<file path="src/rtl/vend_pkg.sv">
// ============================================================================
// Module : vend_pkg
// Desc   : Shared types, key codes, coin values and item pricing for the
//          vending transaction controller.
// Rev    : 1.0  initial release
// ============================================================================
`default_nettype none

package vend_pkg;

  typedef enum logic [1:0] {
    ST_IDLE     = 2'd0,
    ST_SELECT   = 2'd1,
    ST_DISPENSE = 2'd2,
    ST_RETURN   = 2'd3
  } state_t;

  localparam logic [3:0] KEY_COIN5   = 4'hA;
  localparam logic [3:0] KEY_COIN10  = 4'hB;
  localparam logic [3:0] KEY_CANCEL  = 4'hC;
  localparam logic [3:0] KEY_CONFIRM = 4'hD;

  localparam logic [3:0] ITEM_MIN = 4'd1;
  localparam logic [3:0] ITEM_MAX = 4'd8;

  localparam logic [7:0] COIN5_VALUE  = 8'd5;
  localparam logic [7:0] COIN10_VALUE = 8'd10;

  // Item n costs 5*(n+2); anything outside 1..8 has no price.
  function automatic logic [7:0] price_of(input logic [3:0] item);
    if (item >= ITEM_MIN && item <= ITEM_MAX)
      return 8'd5 * ({4'd0, item} + 8'd2);
    else
      return 8'd0;
  endfunction

endpackage

`default_nettype wire

</file>
<file path="src/rtl/vend_timer.sv">
// ============================================================================
// Module : vend_timer
// Desc   : Loadable dwell up-counter; done pulses while count equals len-1.
// Rev    : 1.0  initial release
// ============================================================================
`default_nettype none

module vend_timer #(
  parameter int N     = 4,
  parameter int WIDTH = $clog2(N + 1)
) (
  input  logic             clk,
  input  logic             rst,
  input  logic             start,
  input  logic             run,
  input  logic [WIDTH-1:0] len,
  output logic             done
);

  logic [WIDTH-1:0] r_count;

  // start wins over run so back-to-back dwell phases restart from zero.
  always_ff @(posedge clk or posedge rst) begin
    if (rst)
      r_count <= '0;
    else if (start)
      r_count <= '0;
    else if (run)
      r_count <= r_count + 1'b1;
  end

  assign done = run && (r_count == (len - 1'b1));

endmodule

`default_nettype wire

</file>
<file path="src/rtl/vend_controller.sv">
// ============================================================================
// Module : vend_controller
// Desc   : Keypad vending transaction FSM with credit, dispense and change.
// Rev    : 1.0  initial release
// ============================================================================
`default_nettype none

module vend_controller
  import vend_pkg::*;
#(
  parameter int DISPENSE_CYCLES = 50_000_000,
  parameter int RETURN_CYCLES   = 50_000_000,
  parameter int MAX_CREDIT      = 200
) (
  input  logic       clk,
  input  logic       reset,
  input  logic [3:0] key_code,
  input  logic       key_pressed,
  output logic [1:0] state,
  output logic [3:0] item,
  output logic [7:0] price,
  output logic [7:0] credit,
  output logic [7:0] change,
  output logic       dispense,
  output logic       deny
);

  localparam int c_TIMER_N = (DISPENSE_CYCLES > RETURN_CYCLES) ? DISPENSE_CYCLES : RETURN_CYCLES;
  localparam int c_TW      = $clog2(c_TIMER_N + 1);
  localparam logic [c_TW-1:0] c_DISP_LEN   = c_TW'(DISPENSE_CYCLES);
  localparam logic [c_TW-1:0] c_RET_LEN    = c_TW'(RETURN_CYCLES);
  localparam logic [8:0]      c_MAX_CREDIT = 9'(MAX_CREDIT);

  logic       r_kp;
  logic       r_press;
  logic [3:0] r_code;
  state_t     r_state;
  logic [3:0] r_item;
  logic [7:0] r_price;
  logic [7:0] r_credit;
  logic [7:0] r_change;
  logic       r_deny;

  state_t     w_state;
  logic [3:0] w_item;
  logic [7:0] w_price;
  logic [7:0] w_credit;
  logic [7:0] w_change;
  logic       w_deny;
  logic       w_start;
  logic       w_run;
  logic       w_done;
  logic [7:0] w_coin;
  logic [8:0] w_coin_sum;
  logic [c_TW-1:0] w_len;

  // Press is registered together with its key code, so it acts one edge later.
  always_ff @(posedge clk or posedge reset) begin
    if (reset) begin
      r_kp    <= 1'b0;
      r_press <= 1'b0;
      r_code  <= 4'd0;
    end else begin
      r_kp    <= key_pressed;
      r_press <= key_pressed & ~r_kp;
      r_code  <= key_code;
    end
  end

  assign w_coin     = (r_code == KEY_COIN10) ? COIN10_VALUE : COIN5_VALUE;
  assign w_coin_sum = {1'b0, r_credit} + {1'b0, w_coin};
  assign w_run      = (r_state == ST_DISPENSE) || (r_state == ST_RETURN);
  assign w_len      = (r_state == ST_RETURN) ? c_RET_LEN : c_DISP_LEN;

  vend_timer #(
    .N     (c_TIMER_N),
    .WIDTH (c_TW)
  ) u_timer (
    .clk   (clk),
    .rst   (reset),
    .start (w_start),
    .run   (w_run),
    .len   (w_len),
    .done  (w_done)
  );

  always_comb begin
    w_state  = r_state;
    w_item   = r_item;
    w_price  = r_price;
    w_credit = r_credit;
    w_change = r_change;
    w_deny   = 1'b0;
    w_start  = 1'b0;

    case (r_state)
      ST_IDLE, ST_SELECT: begin
        if (r_press) begin
          if (r_code >= ITEM_MIN && r_code <= ITEM_MAX) begin
            w_item  = r_code;
            w_price = price_of(r_code);
            w_state = ST_SELECT;
          end else if (r_code == 4'd0 || r_code == 4'd9) begin
            w_deny = 1'b1;
          end else if (r_code == KEY_COIN5 || r_code == KEY_COIN10) begin
            if (w_coin_sum > c_MAX_CREDIT)
              w_deny = 1'b1;
            else
              w_credit = w_coin_sum[7:0];
          end else if (r_code == KEY_CANCEL) begin
            w_item  = 4'd0;
            w_price = 8'd0;
            if (r_credit != 8'd0) begin
              w_change = r_credit;
              w_credit = 8'd0;
              w_state  = ST_RETURN;
              w_start  = 1'b1;
            end else begin
              w_state  = ST_IDLE;
            end
          end else if (r_code == KEY_CONFIRM) begin
            if (r_state == ST_SELECT && r_credit >= r_price) begin
              w_state = ST_DISPENSE;
              w_start = 1'b1;
            end else begin
              w_deny  = 1'b1;
            end
          end
        end
      end

      ST_DISPENSE: begin
        if (w_done) begin
          w_change = r_credit - r_price;
          w_credit = 8'd0;
          w_item   = 4'd0;
          w_price  = 8'd0;
          if (r_credit != r_price) begin
            w_state = ST_RETURN;
            w_start = 1'b1;
          end else begin
            w_state = ST_IDLE;
          end
        end
      end

      ST_RETURN: begin
        if (w_done) begin
          w_change = 8'd0;
          w_state  = ST_IDLE;
        end
      end
    endcase
  end

  always_ff @(posedge clk or posedge reset) begin
    if (reset) begin
      r_state  <= ST_IDLE;
      r_item   <= 4'd0;
      r_price  <= 8'd0;
      r_credit <= 8'd0;
      r_change <= 8'd0;
      r_deny   <= 1'b0;
    end else begin
      r_state  <= w_state;
      r_item   <= w_item;
      r_price  <= w_price;
      r_credit <= w_credit;
      r_change <= w_change;
      r_deny   <= w_deny;
    end
  end

  assign state    = r_state;
  assign item     = r_item;
  assign price    = r_price;
  assign credit   = r_credit;
  assign change   = r_change;
  assign dispense = (r_state == ST_DISPENSE);
  assign deny     = r_deny;

endmodule

`default_nettype wire
</file>
<file path="config.mk">
export PLATFORM = sky130hd
export DESIGN_NAME = vend_controller
export DESIGN_NICKNAME = d
export VERILOG_FILES = /design/src/rtl/vend_pkg.sv /design/src/rtl/vend_timer.sv /design/src/rtl/vend_controller.sv
export SDC_FILE = /design/constraint.sdc
export NUM_CORES = 1
export LEC_CHECK = 0
export BUFFER_PORTS_ARGS = -buffer_cell sky130_fd_sc_hd__buf_2
export CAP_MARGIN = 15
export CORE_UTILIZATION = 40
export CTS_BUF_LIST = sky130_fd_sc_hd__clkbuf_2 sky130_fd_sc_hd__clkbuf_4 sky130_fd_sc_hd__clkbuf_8
export CTS_CLUSTER_DIAMETER = 40
export CTS_CLUSTER_SIZE = 24
export DETAILED_ROUTE_END_ITERATION = 10
export PLACE_DENSITY = 0.62
export RECOVER_POWER = 25
export SKIP_CTS_REPAIR_TIMING = 1
export SYNTH_ARGS = -nofsm -noshare
export SYNTH_HDL_FRONTEND = slang
export SYNTH_SLANG_ARGS = --single-unit
</file>
<file path="constraint.sdc">
create_clock -name clk -period 3.5 [get_ports clk]
set_input_delay 0.175 -clock clk [delete_from_list [all_inputs] [get_ports clk]]
set_output_delay 0.175 -clock clk [all_outputs]
set_load 0.01 [all_outputs]
</file>
==> reports/results.txt, run 1 <==
Die W: 101 microns
Vias in the first global route: 3164
GRT Overall Usage: 20.4%
Gate Count Post-Synth: 410
CP Launch Type: flip-flop
Top-area cell type share of the netlist area: 39.4%
Pin count of the biggest net entering global routing: 42
Count of final hold-check violations: 0
Fillcell total: 932
Fin Setup TNS: 0 ns
Rel. slew slack: -1.87%
Core area: 0.00937 sq mm
H-tree Lvls: 3
Number of library cell types mapped by synthesis: 73
Pwr per Cell Area: 586 mW/mm^2
First-pass GRT wire length: 16.0 mm
Die ar.: 0.0102 sq mm
Die height: 101 microns
R2R cell count: 11
Synthesized Nets: 440
CP delay by family, top: compound AO/OA/AOI/OAI gates
Drt pass-1 iters: 4
Clock root buffer: clkbuf_8
Clock Skew: 0.00888 ns
Final min period: 3.17 ns
Post-layout nets: 491
Clk_lat worst skew: 0.35 ns
Syn. warnings: 0
Max clock buf depth: 2
RSZ-0062 raised after global routing: no
Area growth syn-to-layout: 16.1%
Post-synth EDFFs: 0
Iter 0 DRT Violations: 139
Seq/Total Area, Yosys: 39.4%
Highest ir drop seen on vdd: 0.000374 V
Initial core utilization: 42.0%
Hold crit path type: input pin to asynchronous set/reset pin
DR DRC count: 0
Flop pwr share: 35.1%
Fmax: 316 MHz
Post-Route WL: 9.39 mm
FF-to-FF Start: r_code[2]$_DFF_PP0_
Pint: 0.00169 W
Async S/R FF share, synth: 100%
Num CTS Buffers: 9
Required @ worst endpoint: 3.74 ns
# setup viols final: 0
DP Worst Slack: 0.396 ns
Syn Std Cell Area: 0.00393 sq mm
Top post-synthesis cells by area: dfrtp_1, ha_1, xor2_1
Num ports: 39
Most frequent CP cell: a211oi_2
Total gr overflow: 0
Top_reg_cell synth: dfrtp_1
Clock power frac: 29.6%
Max FO, Critical Path: 7
Row count: 35
Max cap viols: 1
Synth Register Bits: 62
Crit end category: flip-flop
Share of layout cells above drive strength 1: 18.7%
Reg2reg setup slack: 0.33 ns
CTS tree: yes
CP Cell Sequence: nor2b_1, and2_0, nand2_1, ha_1, fa_1, a211oi_2, nor3_1, a311oi_2, a211oi_2, buf_4, o41ai_1
Vias: 3230
Worst-Margin Slew: 1.53 ns
Crit path largest cell delay: 0.43 ns
Drt wl/cell: 15.8 microns
CP max-delay cell: fa_1
WP buf/inv: 1
Final Wtd Congestion: 0.890
Clock slew at reported path FFs: 0.08 ns
Port Buffers: 38
Leakage: 2.17 nW
Gate power share: 35.2%
Status: finished, violations left
R2r endpoint: credit[2]$_DFFE_PP0P_
Final cycle utilization of the critical path: 90.5%
# diodes: 0
Switching part of the total: 36.9%
Routed Antenna Nets: 0
Slew Viols, Final: 42
Critical Path AT: 3.41 ns
Vias per cell: 5.43
Critical path class: flip-flop to flip-flop
Dpl hpwl: 6.90 mm
Sw power: 0.000985 W
Final setup margin: 0.331 ns
Violated checks: capacitance limit, slew limit
Initial antenna violation count: 0
Cell taking the most area after synthesis: dfrtp_1
Avg Inst Size Synth: 9.59 sq um
Sink Count: 62
==> metrics by stage <==
stage          total power [W]  area (sq um)  std cells  hold slack [ns]  util, %
3_5_place_dp           0.00189          4270        574            0.284     45.6
3_3_place_gp           0.00188          4270        574            0.284     45.6
2_1_floorplan          0.00161          3930        410            0.206        -
5_1_grt                0.00287          4570        595            0.415     48.7
6_report               0.00267          4570        595            0.276     48.7
4_1_cts                0.00269          4520        590          -0.0795     48.2
==> kinds of logic (layout without fill, tap and decap cells) <==
| logic type | count (synthesis) | in the layout | synth area share [%] |
|---|---|---|---|
| and+or+nand+nor | 155 | 155 | 20.7 |
| xor gates and xnor gates | 36 | 36 | 8.02 |
| DFF | 62 | 62 | 39.4 |
| adders and majority gates | 23 | 23 | 7.89 |
| AOI/OAI and AO/OA | 89 | 89 | 17.4 |
| buffers and inverters | 40 | 96 | 5.09 |
| muxes | 5 | 5 | 1.43 |
==> registers in the layout, summed over array words and instances, names as in the netlist <==
name / flops
u_timer.r_count: 26
change: 8
credit: 8
price: 7
item: 4
r_code: 4
state: 2
deny: 1
r_kp: 1
r_press: 1
==> metal layers <==
metal  GRT usage, %  vias to the layer above  routed length [microns]
met5              0                        -                        0
met4           8.03                        0                      180
met3           3.80                       15                      452
met2           31.3                       95                     4200
met1           28.5                     1550                     4550
li1               -                     1570                        -
==> cell type report <==
type / count / area, sq um / share of cell area, %
clock buffers: 9 / 124 / 2.71
well taps: 129 / 161 / 3.54
clock inverters: 7 / 120 / 2.63
multi-input cells: 308 / 2180 / 47.8
flip-flops and latches: 62 / 1550 / 34.0
inverters: 24 / 90.1 / 1.97
repair buffers: 56 / 337 / 7.37
==> how the worst max path moves through the flow <==
stage	to	cells past startpoint	slack, ns	from
finish	credit[2]$_DFFE_PP0P_	11	0.33	r_code[2]$_DFF_PP0_
global route	credit[2]$_DFFE_PP0P_	11	0.11	r_code[2]$_DFF_PP0_
CTS	credit[2]$_DFFE_PP0P_	11	0.35	r_code[2]$_DFF_PP0_
detailed placement	credit[2]$_DFFE_PP0P_	11	0.40	r_code[2]$_DFF_PP0_
global placement	credit[2]$_DFFE_PP0P_	11	0.52	r_code[2]$_DFF_PP0_
floorplan	credit[3]$_DFFE_PP0P_	12	0.38	r_code[2]$_DFF_PP0_
==> cell usage in the layout, fill, tap and decap left out, types with 3 or more instances in the layout <==
master         netlist  routed
ha_1                20      20
fa_1                 3       3
nor2b_1              7       7
buf_4                2      13
xor2_1              23      23
clkbuf_8             0       9
o21ai_0             19      19
nand4_1             11      11
mux2i_1              3       3
nor3_1               8       8
dlygate4sd3_1        0       5
a21oi_1             14      14
and4_1               3       3
nor2_1              44      44
xnor2_1             13      13
dfrtp_1             62      62
bufinv_16            0       3
buf_2                3      37
o41ai_1              5       5
a211oi_1             3       3
nand3_1             10      10
and3_1               5       5
nand2_1             43      43
a221oi_1             4       4
nor4_1               4       4
o21a_1               4       4
o31ai_1              5       5
a21o_1               4       4
a31oi_1              4       4
inv_1               23      23
==> synthesized netlist by cell type, drive strengths merged, types with 2 or more instances <==
| cell | n |
|---|---|
| a22oi | 2 |
| a21o | 4 |
| mux2i | 3 |
| and2 | 2 |
| or4 | 2 |
| nand3 | 10 |
| nand4 | 13 |
| a21boi | 2 |
| fa | 3 |
| o31ai | 5 |
| clkbuf | 4 |
| a211oi | 5 |
| a311oi | 2 |
| o41ai | 6 |
| xor2 | 23 |
| nor2b | 7 |
| a211o | 2 |
| ha | 20 |
| o211ai | 3 |
| o21a | 4 |
| o31a | 2 |
| nor2 | 46 |
| mux2 | 2 |
| and3 | 6 |
| a31oi | 4 |
| nor4 | 6 |
| a221oi | 4 |
| o22ai | 2 |
| nor3 | 8 |
| xnor2 | 13 |
| dfrtp | 62 |
| nand2 | 43 |
| o21ai | 19 |
| and4 | 4 |
| buf | 12 |
| inv | 23 |
| a21oi | 14 |
==> power groups by stage <==
stage          sequential [W]  combinational, W  clock [W]
5_1_grt              0.000957           0.00107   0.000837
2_1_floorplan        0.000949          0.000660          0
3_5_place_dp         0.000955          0.000934          0
4_1_cts              0.000941          0.000941   0.000807
6_report             0.000940          0.000942   0.000792
3_3_place_gp         0.000952          0.000924          0
Note: power is estimated with default switching activity, not from simulation.
==> run 2: changes to the inputs <==
--- a/config.mk
+++ b/config.mk
@@ -7,12 +7,14 @@
 export LEC_CHECK = 0
 export BUFFER_PORTS_ARGS = -buffer_cell sky130_fd_sc_hd__buf_2
 export CAP_MARGIN = 15
+export CELL_PAD_IN_SITES_DETAIL_PLACEMENT = 1
+export CELL_PAD_IN_SITES_GLOBAL_PLACEMENT = 1
 export CORE_UTILIZATION = 40
 export CTS_BUF_LIST = sky130_fd_sc_hd__clkbuf_2 sky130_fd_sc_hd__clkbuf_4 sky130_fd_sc_hd__clkbuf_8
 export CTS_CLUSTER_DIAMETER = 40
 export CTS_CLUSTER_SIZE = 24
 export DETAILED_ROUTE_END_ITERATION = 10
-export PLACE_DENSITY = 0.62
+export PLACE_DENSITY = 0.75
 export RECOVER_POWER = 25
 export SKIP_CTS_REPAIR_TIMING = 1
 export SYNTH_ARGS = -nofsm -noshare
==> reports/results.txt, run 2 (synthesized netlist as in run 1, its figures left out) <==
# diodes: 0 (unchanged)
Clock root buffer: clkbuf_8 (unchanged)
GRT Overall Usage: 22.6% (was 20.4%)
Gate power share: 38.3% (was 35.2%)
Fin Setup TNS: 0 ns (unchanged)
First-pass GRT wire length: 17.7 mm (was 16.0 mm)
Pwr per Cell Area: 559 mW/mm^2 (was 586 mW/mm^2)
Sw power: 0.000991 W (was 0.000985 W)
Highest ir drop seen on vdd: 0.000329 V (was 0.000374 V)
Commonest cells after routing, fill and taps aside: dfrtp_1, nor2_1, nand2_1, buf_2 (unchanged)
Required @ worst endpoint: 3.72 ns (was 3.74 ns)
Sink Count: 62 (unchanged)
Biggest register: u_timer.r_count (unchanged)
Die ar.: 0.0102 sq mm (unchanged)
Final Wtd Congestion: 0.889 (was 0.890)
Count of final hold-check violations: 0 (unchanged)
Fmax: 314 MHz (was 316 MHz)
Initial antenna violation count: 0 (unchanged)
DR DRC count: 0 (unchanged)
Area growth syn-to-layout: 14.7% (was 16.1%)
Critical path class: flip-flop to flip-flop (unchanged)
Max FO, Critical Path: 7 (unchanged)
Placed cells: 574 (unchanged)
Rel. slew slack: 28.0% (was -1.87%)
Leakage: 2.12 nW (was 2.17 nW)
Clock power frac: 24.4% (was 29.6%)
Routed Antenna Nets: 0 (unchanged)
Final min period: 3.19 ns (was 3.17 ns)
Fillcell total: 1119 (was 932)
Switching part of the total: 39.3% (was 36.9%)
Post-layout nets: 492 (was 491)
Slew Viols, Final: 0 (was 42)
Worst-Margin Slew: 1.08 ns (was 1.53 ns)
Total gr overflow: 0 (unchanged)
Core area: 0.00937 sq mm (unchanged)
Dpl hpwl: 7.65 mm (was 6.90 mm)
Fin cells: 596 (was 595)
CP Cell Sequence: nor2b_1, and2_0, nand2_1, ha_1, fa_1, a211oi_2, nor3_1, a311oi_2, a211oi_2, buf_4, nor3_1, o2bb2ai_1 (was nor2b_1, and2_0, nand2_1, ha_1, fa_1, a211oi_2, nor3_1, a311oi_2, a211oi_2, buf_4, o41ai_1)
Vias in the first global route: 3489 (was 3164)
Critical Path AT: 3.41 ns (about the same)
RSZ-0062 raised after global routing: no (unchanged)
Initial core utilization: 42.0% (unchanged)
Drt pass-1 iters: 4 (unchanged)
CP max-delay cell: fa_1 (unchanged)
Crit end category: flip-flop (unchanged)
Crit path largest cell delay: 0.42 ns (was 0.43 ns)
CP Launch Type: flip-flop (unchanged)
Vias per cell: 5.54 (was 5.43)
Post-Route WL: 10.6 mm (was 9.39 mm)
Num ports: 39 (unchanged)
Final core occ: 48.2% (was 48.7%)
Max clock buf depth: 2 (unchanged)
Vias: 3302 (was 3230)
Clock slew at reported path FFs: 0.06 ns (was 0.08 ns)
Pint: 0.00153 W (was 0.00169 W)
Num CTS Buffers: 9 (unchanged)
Row count: 35 (unchanged)
Die height: 101 microns (unchanged)
Status: finished clean (was finished, violations left)
H-tree Lvls: 3 (unchanged)
Largest register FFs: 26 (unchanged)
Commonest non-fill, non-tap cell in the layout: dfrtp_1 (unchanged)
Final hold slack: 0.399 ns (was 0.276 ns)
Max cap viols: 0 (was 1)
CTS tree: yes (unchanged)
# setup viols final: 0 (unchanged)
Die W: 101 microns (unchanged)
Port Buffers: 38 (unchanged)
Share of layout cells above drive strength 1: 17.1% (was 18.7%)
Clock Skew: 0.0152 ns (was 0.00888 ns)
Hold crit path type: flip-flop to flip-flop (was input pin to asynchronous set/reset pin)
Clk_lat worst skew: 0.35 ns (about the same)
Pin count of the biggest net entering global routing: 38 (was 42)
Iter 0 DRT Violations: 157 (was 139)
Drt wl/cell: 17.7 microns (was 15.8 microns)
Final cycle utilization of the critical path: 91.1% (was 90.5%)
Flop pwr share: 37.3% (was 35.1%)
## run 2: changes by cell type in the layout (fill, tap and decap cells not counted), moves of 3 or more
cell / previous run / this run
bufinv_16: 3 / 0
buf_2: 37 / 30
clkbuf_8: 9 / 12
clkbuf_1: 1 / 8
## run 2: through the flow
stage	power [W]	worst slack [ns]	instance area [sq um]
2_1_floorplan	0.00161	0.384	3930
3_3_place_gp	0.00188	0.480	4270
3_5_place_dp	0.00191	0.296	4270
4_1_cts	0.00255	0.260	4460
5_1_grt	0.00270	0.0203	4510
6_report	0.00252	0.311	4510
## run 2: area by class of cell
| cell class | instances | area [sq um] | share of cell area [%] |
|---|---|---|---|
| clock buffer | 13 | 173 | 3.83 |
| clock inverter | 3 | 17.5 | 0.388 |
| inverter | 24 | 90.1 | 2.00 |
| multi-input combinational | 308 | 2180 | 48.4 |
| sequential | 62 | 1550 | 34.4 |
| tap | 129 | 161 | 3.58 |
| timing repair buffer | 57 | 338 | 7.49 |
## run 2: worst max-delay path: cells and delay by family (launching register included)
kind | cells | cell delay [ns]
compound gates | 4 | 0.97
simple gates | 5 | 0.82
fa+ha+maj | 2 | 0.68
flops | 1 | 0.38
buf+inv | 1 | 0.20
## run 2: metal layers
layer	track usage, %	part of all wire [%]	wire length (microns)
met1	29.3	47	4960
met5	0	0	0
met3	4.55	3.0	315
met4	8.58	2.0	208
met2	37.3	48	5080
## run 2: final timing paths
kind / cells past startpoint / endpoint / slack [ns] / start
min: 1 / r_press$_DFF_PP0_ / 0.40 / r_kp$_DFF_PP0_
min reg2reg: 1 / r_press$_DFF_PP0_ / 0.40 / r_kp$_DFF_PP0_
max reg2reg: 12 / credit[4]$_DFFE_PP0P_ / 0.31 / r_code[2]$_DFF_PP0_
min in group asynchronous: 3 / price[1]$_DFFE_PP0P_ / 0.63 / reset
max: 12 / credit[4]$_DFFE_PP0P_ / 0.31 / r_code[2]$_DFF_PP0_
max in group asynchronous: 4 / item[3]$_DFFE_PP0P_ / 1.79 / reset
## run 2: power by group through the flow
stage          clock (W)  combinational [W]  sequential, W
6_report        0.000615           0.000965       0.000942
5_1_grt         0.000665            0.00108       0.000957
2_1_floorplan          0           0.000660       0.000949
3_5_place_dp           0           0.000962       0.000951
3_3_place_gp           0           0.000934       0.000945
4_1_cts         0.000635           0.000971       0.000940
